$ cat config.mk
export PLATFORM = sky130hd
export DESIGN_NAME = alu_serial_sequencer_flat
export DESIGN_NICKNAME = d
export VERILOG_FILES = /design/src/rtl/alu_serial_sequencer_if.sv /design/src/rtl/alu_serial_sequencer.sv /design/src/flat_wrapper.sv
export SDC_FILE = /design/constraint.sdc
export NUM_CORES = 1
export LEC_CHECK = 0
export ABC_AREA = 1
export CAP_MARGIN = 25
export CORE_MARGIN = 2
export CORE_UTILIZATION = 45
export DETAILED_ROUTE_END_ITERATION = 8
export GPL_ROUTABILITY_DRIVEN = 0
export GPL_TIMING_DRIVEN = 1
export PLACE_DENSITY = 0.75
export RECOVER_POWER = 25
export SLEW_MARGIN = 40
export SYNTH_ARGS = -nofsm -noshare
export SYNTH_HDL_FRONTEND = slang
export SYNTH_SLANG_ARGS = --single-unit
$ cat constraint.sdc
create_clock -name clk -period 1.1 [get_ports clk]
set_input_delay 0.22 -clock clk [delete_from_list [all_inputs] [get_ports clk]]
set_output_delay 0.22 -clock clk [all_outputs]
set_load 0.03 [all_outputs]
$ cat src/rtl/alu_serial_sequencer_if.sv
// alu_serial_sequencer_if: request/result bundle for the bit-serial add/subtract sequencer.
//   master: drives start, op, a_in, b_in; samples busy, done, result, carry_out, overflow, zero.
//   slave : the sequencer side of the same signals.
interface alu_serial_sequencer_if #(parameter int WIDTH = 8);
   logic             start;
   logic             op;
   logic [WIDTH-1:0] a_in;
   logic [WIDTH-1:0] b_in;
   logic             busy;
   logic             done;
   logic [WIDTH-1:0] result;
   logic             carry_out;
   logic             overflow;
   logic             zero;
   modport master (output start, op, a_in, b_in,
                   input  busy, done, result, carry_out, overflow, zero);
   modport slave  (input  start, op, a_in, b_in,
                   output busy, done, result, carry_out, overflow, zero);
endinterface

$ cat src/rtl/alu_serial_sequencer.sv
// alu_serial_sequencer: add/subtract two WIDTH-bit operands one bit per cycle, LSB first, through a single full-adder slice.
//   clk   : rising-edge clock
//   rst_n : asynchronous active-low reset
//   bus   : alu_serial_sequencer_if.slave (start/op/a_in/b_in in; busy/done/result/carry_out/overflow/zero out)
//   Define ALU_SERIAL_FLAGS_EN to build the overflow and zero flags; otherwise both outputs are tied to 0.
module alu_serial_sequencer #(
   parameter int WIDTH = 8
) (
   input  logic                   clk,
   input  logic                   rst_n,
   alu_serial_sequencer_if.slave  bus
);
   localparam int CW = (WIDTH > 1) ? $clog2(WIDTH) : 1;

   typedef enum logic [1:0] {IDLE, SHIFT, DONE} state_t;

   state_t           state_q, state_d;
   logic [WIDTH-1:0] a_q, a_d, b_q, b_d, res_q, res_d;
   logic [CW-1:0]    cnt_q, cnt_d;
   logic             op_q, op_d, c_q, c_d, cout_q, cout_d;
   logic             bb, r, cn;
   logic [WIDTH-1:0] res_sh;

   // Single full-adder slice; subtract is A + ~B + 1 with the +1 preloaded into the carry.
   assign bb     = b_q[0] ^ op_q;
   assign r      = a_q[0] ^ bb ^ c_q;
   assign cn     = (a_q[0] & bb) | (a_q[0] & c_q) | (bb & c_q);
   assign res_sh = {r, res_q[WIDTH-1:1]};

`ifdef ALU_SERIAL_FLAGS_EN
   logic ovf_q, ovf_d, zero_q, zero_d;
`endif

   always_comb begin
      state_d = state_q;
      a_d     = a_q;
      b_d     = b_q;
      op_d    = op_q;
      c_d     = c_q;
      res_d   = res_q;
      cnt_d   = cnt_q;
      cout_d  = cout_q;
`ifdef ALU_SERIAL_FLAGS_EN
      ovf_d   = ovf_q;
      zero_d  = zero_q;
`endif
      unique case (state_q)
         IDLE: if (bus.start) begin
            state_d = SHIFT;
            a_d     = bus.a_in;
            b_d     = bus.b_in;
            op_d    = bus.op;
            c_d     = bus.op;
            cnt_d   = '0;
         end
         SHIFT: begin
            res_d = res_sh;
            a_d   = a_q >> 1;
            b_d   = b_q >> 1;
            c_d   = cn;
            cnt_d = cnt_q + 1'b1;
            if (cnt_q == CW'(WIDTH - 1)) begin
               state_d = DONE;
               cout_d  = cn;
`ifdef ALU_SERIAL_FLAGS_EN
               // c_q is the carry into the MSB slice, cn the carry out of it.
               ovf_d   = c_q ^ cn;
               zero_d  = (res_sh == '0);
`endif
            end
         end
         DONE:    state_d = IDLE;
         default: state_d = IDLE;
      endcase
   end

   always_ff @(posedge clk or negedge rst_n) begin
      if (!rst_n) begin
         state_q <= IDLE;
         a_q     <= '0;
         b_q     <= '0;
         op_q    <= 1'b0;
         c_q     <= 1'b0;
         res_q   <= '0;
         cnt_q   <= '0;
         cout_q  <= 1'b0;
      end else begin
         state_q <= state_d;
         a_q     <= a_d;
         b_q     <= b_d;
         op_q    <= op_d;
         c_q     <= c_d;
         res_q   <= res_d;
         cnt_q   <= cnt_d;
         cout_q  <= cout_d;
      end
   end

`ifdef ALU_SERIAL_FLAGS_EN
   always_ff @(posedge clk or negedge rst_n) begin
      if (!rst_n) begin
         ovf_q  <= 1'b0;
         zero_q <= 1'b0;
      end else begin
         ovf_q  <= ovf_d;
         zero_q <= zero_d;
      end
   end
   assign bus.overflow = ovf_q;
   assign bus.zero     = zero_q;
`else
   assign bus.overflow = 1'b0;
   assign bus.zero     = 1'b0;
`endif

   assign bus.busy      = (state_q == SHIFT);
   assign bus.done      = (state_q == DONE);
   assign bus.result    = res_q;
   assign bus.carry_out = cout_q;
endmodule

$ cat src/flat_wrapper.sv
// flat-port wrapper written by rule: the top's interface ports become plain ports
module alu_serial_sequencer_flat 
#(
   parameter int WIDTH = 8
)
  (clk, rst_n, bus_start, bus_op, bus_a_in, bus_b_in, bus_busy, bus_done, bus_result, bus_carry_out, bus_overflow, bus_zero);
  alu_serial_sequencer_if #(.WIDTH(WIDTH)) bus_i ();
  input  logic clk;
  input  logic rst_n;
  input wire logic [$bits(bus_i.start)-1:0] bus_start;
  input wire logic [$bits(bus_i.op)-1:0] bus_op;
  input wire logic [$bits(bus_i.a_in)-1:0] bus_a_in;
  input wire logic [$bits(bus_i.b_in)-1:0] bus_b_in;
  output wire logic [$bits(bus_i.busy)-1:0] bus_busy;
  output wire logic [$bits(bus_i.done)-1:0] bus_done;
  output wire logic [$bits(bus_i.result)-1:0] bus_result;
  output wire logic [$bits(bus_i.carry_out)-1:0] bus_carry_out;
  output wire logic [$bits(bus_i.overflow)-1:0] bus_overflow;
  output wire logic [$bits(bus_i.zero)-1:0] bus_zero;
  assign bus_i.start = bus_start;
  assign bus_i.op = bus_op;
  assign bus_i.a_in = bus_a_in;
  assign bus_i.b_in = bus_b_in;
  assign bus_busy = bus_i.busy;
  assign bus_done = bus_i.done;
  assign bus_result = bus_i.result;
  assign bus_carry_out = bus_i.carry_out;
  assign bus_overflow = bus_i.overflow;
  assign bus_zero = bus_i.zero;
  alu_serial_sequencer #(.WIDTH(WIDTH)) u_core (.clk(clk), .rst_n(rst_n), .bus(bus_i));
endmodule
==> impl_metrics.env <==
export IMPL_critPathCaptureType="output pin"
export IMPL_grt_max_degree=33
export IMPL_path_clk_slew_ps=100
export IMPL_cp_required_ps=880
export IMPL_slew_viol_final=0
export IMPL_hpwl_mm=2.27
export IMPL_cellPowerDensity_nw_per_um2=2920
export IMPL_nNetsFinal=286
export IMPL_syn_inst=192
export IMPL_initial_core_util_pct=46.9
export IMPL_cp_slowest_stage_delay_ps=460
export IMPL_crit_path_start_kind="flip-flop"
export IMPL_worst_pin_slew_ps=794
export IMPL_wl_per_cell_um=14.5
export IMPL_numCtsBuffers=5
export IMPL_die_area_um2=3970
export IMPL_fin_tns_setup_ps=-5110
export IMPL_crit_end="bus_done"
export IMPL_ys_ff_latch=32
export IMPL_antenna_found_initial=0
export IMPL_clockBufferDepth=2
export IMPL_dieHeight_um=63
export IMPL_clkLatencyLatePin_ps=350
export IMPL_leakage_nw=1.26
export IMPL_r2r_slack_ps=-250
export IMPL_drc=0
export IMPL_dp_cells=275
export IMPL_design_core_area_um2=3340
export IMPL_setup_slack_ps=-269
export IMPL_antenna_left=0
export IMPL_final_min_clock_period_ps=1370
export IMPL_slew_headroom_pct=47.0
export IMPL_grtUsageTotal_pct=22.5
export IMPL_intPower_mw=4.13
export IMPL_seqPwrFrac_pct=29.1
export IMPL_place_port_buffers=30
export IMPL_finalSetupViolations=33
export IMPL_ir_worst_vdd_mv=1.56
export IMPL_cp_slowest_cell="dfrtp_2"
export IMPL_switching_power_mw=2.91
export IMPL_drt_pass1_iterations=4
export IMPL_tritoncts="yes"
export IMPL_hold_viol_final=0
export IMPL_netSwitchingFraction_pct=41.4
export IMPL_arrival_ps=1150
export IMPL_syn2layout_area_growth_pct=54.2
export IMPL_yosysWarnings=0
export IMPL_h_tree_depth=2
export IMPL_status="complete, but fails checks"
export IMPL_cp_max_fo=4
export IMPL_num_vias=1521
export IMPL_synth_yosys_seq_area_share_pct=51.1
export IMPL_first_iter_violations=78
export IMPL_diodes=0
export IMPL_finalCritPeriodShare_pct=124
export IMPL_worst_r2r_cell_count=7
export IMPL_dieWidth_um=63
export IMPL_viasPerCell=4.91
export IMPL_r2r_end="u_core.b_q[7]"
export IMPL_io_pins=33
export IMPL_power_frac_comb_pct=60.6
export IMPL_synth_area_um2=1570
export IMPL_grt_overflow_total=0
export IMPL_clockPowerShare_pct=10.3
export IMPL_clock_sinks=32
export IMPL_cp_cell_sequence="buf_12, nor2_4, buf_6"
export IMPL_synth_distinct_cells=19
export IMPL_drive_gt1_share_pct=34.1
export IMPL_drt_total_wl_mm=4.51
export IMPL_grt_pass1_vias=1473
export IMPL_hold_path_class="primary input to asynchronous set/reset pin"
export IMPL_r2r_start="u_core.state_q[0]"
export IMPL_max_freq_mhz=730
export IMPL_failed_checks="negative setup slack"
export IMPL_rows=21
export IMPL_stdcell_count=310
export IMPL_synth_area_per_cell_um2=8.16
export IMPL_cts_hold_buffers=0
export IMPL_grt_first_pass_wirelength_mm=6.81
export IMPL_rsz0062_at_grt="true"
export IMPL_setup_worst_path_start="u_core.state_q[0]"
export IMPL_worstSetupPathType="flip-flop to output pin"
export IMPL_drv_cap=0
export IMPL_cts_root_buf="clkbuf_4"
export IMPL_finClkSkew_ps=9.16
metrics by stage:
step                hold WS, ps  util [%]  power, mW  cell area [µm²]  setup WS (ps)
finish                      410      72.4       7.04             2410           -269
global route                463      72.4       7.52             2410           -317
CTS                         227      69.1       6.53             2300           -275
detailed placement          460      59.3       5.00             1980           -216
global placement            454      59.3       4.88             1980           -201
floorplan                 -75.6         -       3.99             1570          -87.8
state kept, by name (all words and copies together) (netlist names):
| name | flops |
|---|---|
| u_core.c_q | 1 |
| u_core.b_q | 8 |
| u_core.cnt_q | 3 |
| u_core.state_q | 2 |
| u_core.bus.carry_out | 1 |
| u_core.a_q | 8 |
| u_core.bus.result | 8 |
| u_core.op_q | 1 |
synthesized netlist by cell type:
cell | count | area, µm²
dfrtp_1 | 32 | 801
nand2_2 | 1 | 6.26
o21ai_2 | 6 | 52.6
nand2_1 | 101 | 379
fa_1 | 1 | 20.0
nor2_2 | 1 | 6.26
conb_1 | 1 | 3.75
buf_6 | 4 | 45.0
buf_2 | 3 | 15.0
nand3_1 | 18 | 90.1
o21ai_0 | 4 | 20.0
xnor2_1 | 1 | 8.76
inv_4 | 1 | 6.26
ha_1 | 2 | 25.0
buf_4 | 4 | 30.0
o21ai_4 | 1 | 16.3
inv_2 | 2 | 7.51
nor2_1 | 2 | 7.51
inv_1 | 7 | 26.3
repair_timing:
item,in CTS,in global routing
cloned,2,0
setup endpoints to repair,40,37
buffers inserted,14,12
pin swaps,4,7
resized for setup,30,14
layout by cell type (no fill, tap or decap), drive strengths merged:
cell type / n
nand2: 102
bufbuf: 1
clkbuf: 9
nor2: 3
o21ai: 11
ha: 2
nand3: 18
xnor2: 1
conb: 2
buf: 53
dfrtp: 32
clkdlybuf4s50: 19
fa: 1
inv: 10
power groups by stage:
stage                     logic (mW)  clock network (mW)  registers, mW
after detailed placement        2.98                   0           2.02
after global routing            4.65               0.777           2.09
final                           4.27               0.722           2.05
after CTS                       3.79               0.725           2.01
after floorplan                 1.78                   0           2.21
after global placement          2.87                   0           2.01
how the worst min path moves through the flow:
stage	cells past startpoint	end	startpoint
finish	2	u_core.op_q	rst_n
global route	3	u_core.b_q[7]	bus_b_in[7]
CTS	2	u_core.cnt_q[1]	rst_n
detailed placement	2	u_core.b_q[7]	u_core.b_q[7]
global placement	2	u_core.b_q[7]	u_core.b_q[7]
floorplan	0	u_core.a_q[0]	rst_n
critical path, delay by kind of cell (launching register included):
| family | cells | cell delay (ps) |
|---|---|---|
| buffers and inverters | 2 | 270 |
| DFF | 1 | 460 |
| and+or+nand+nor | 1 | 70 |
metal layers:
metal,wire length [µm],share of wire [%],GRT usage (%)
met5,0,0,0
met2,2240,50,36.8
met4,91,2.0,8.33
met1,2010,45,29.5
met3,162,3.6,4.32
cell families (layout without fill, tap and decap cells):
| family | after synthesis | in the layout | synth area share (%) |
|---|---|---|---|
| and+or+nand+nor | 123 | 123 | 31.2 |
| DFF | 32 | 32 | 51.1 |
| buffers and inverters | 21 | 92 | 8.31 |
| AOI/OAI and AO/OA | 11 | 11 | 5.67 |
| adders and majority gates | 3 | 3 | 2.88 |
| other | 1 | 2 | 0.239 |
| xor gates and xnor gates | 1 | 1 | 0.559 |
layout make-up:
cell class,instances,area [µm²]
inverters,10,45.0
well taps,46,57.6
multi-input cells,140,702
repair buffers,74,749
fillers,243,922
flip-flops and latches,32,802
clock buffers,8,58.8
Power figures use the tool's default switching activity.
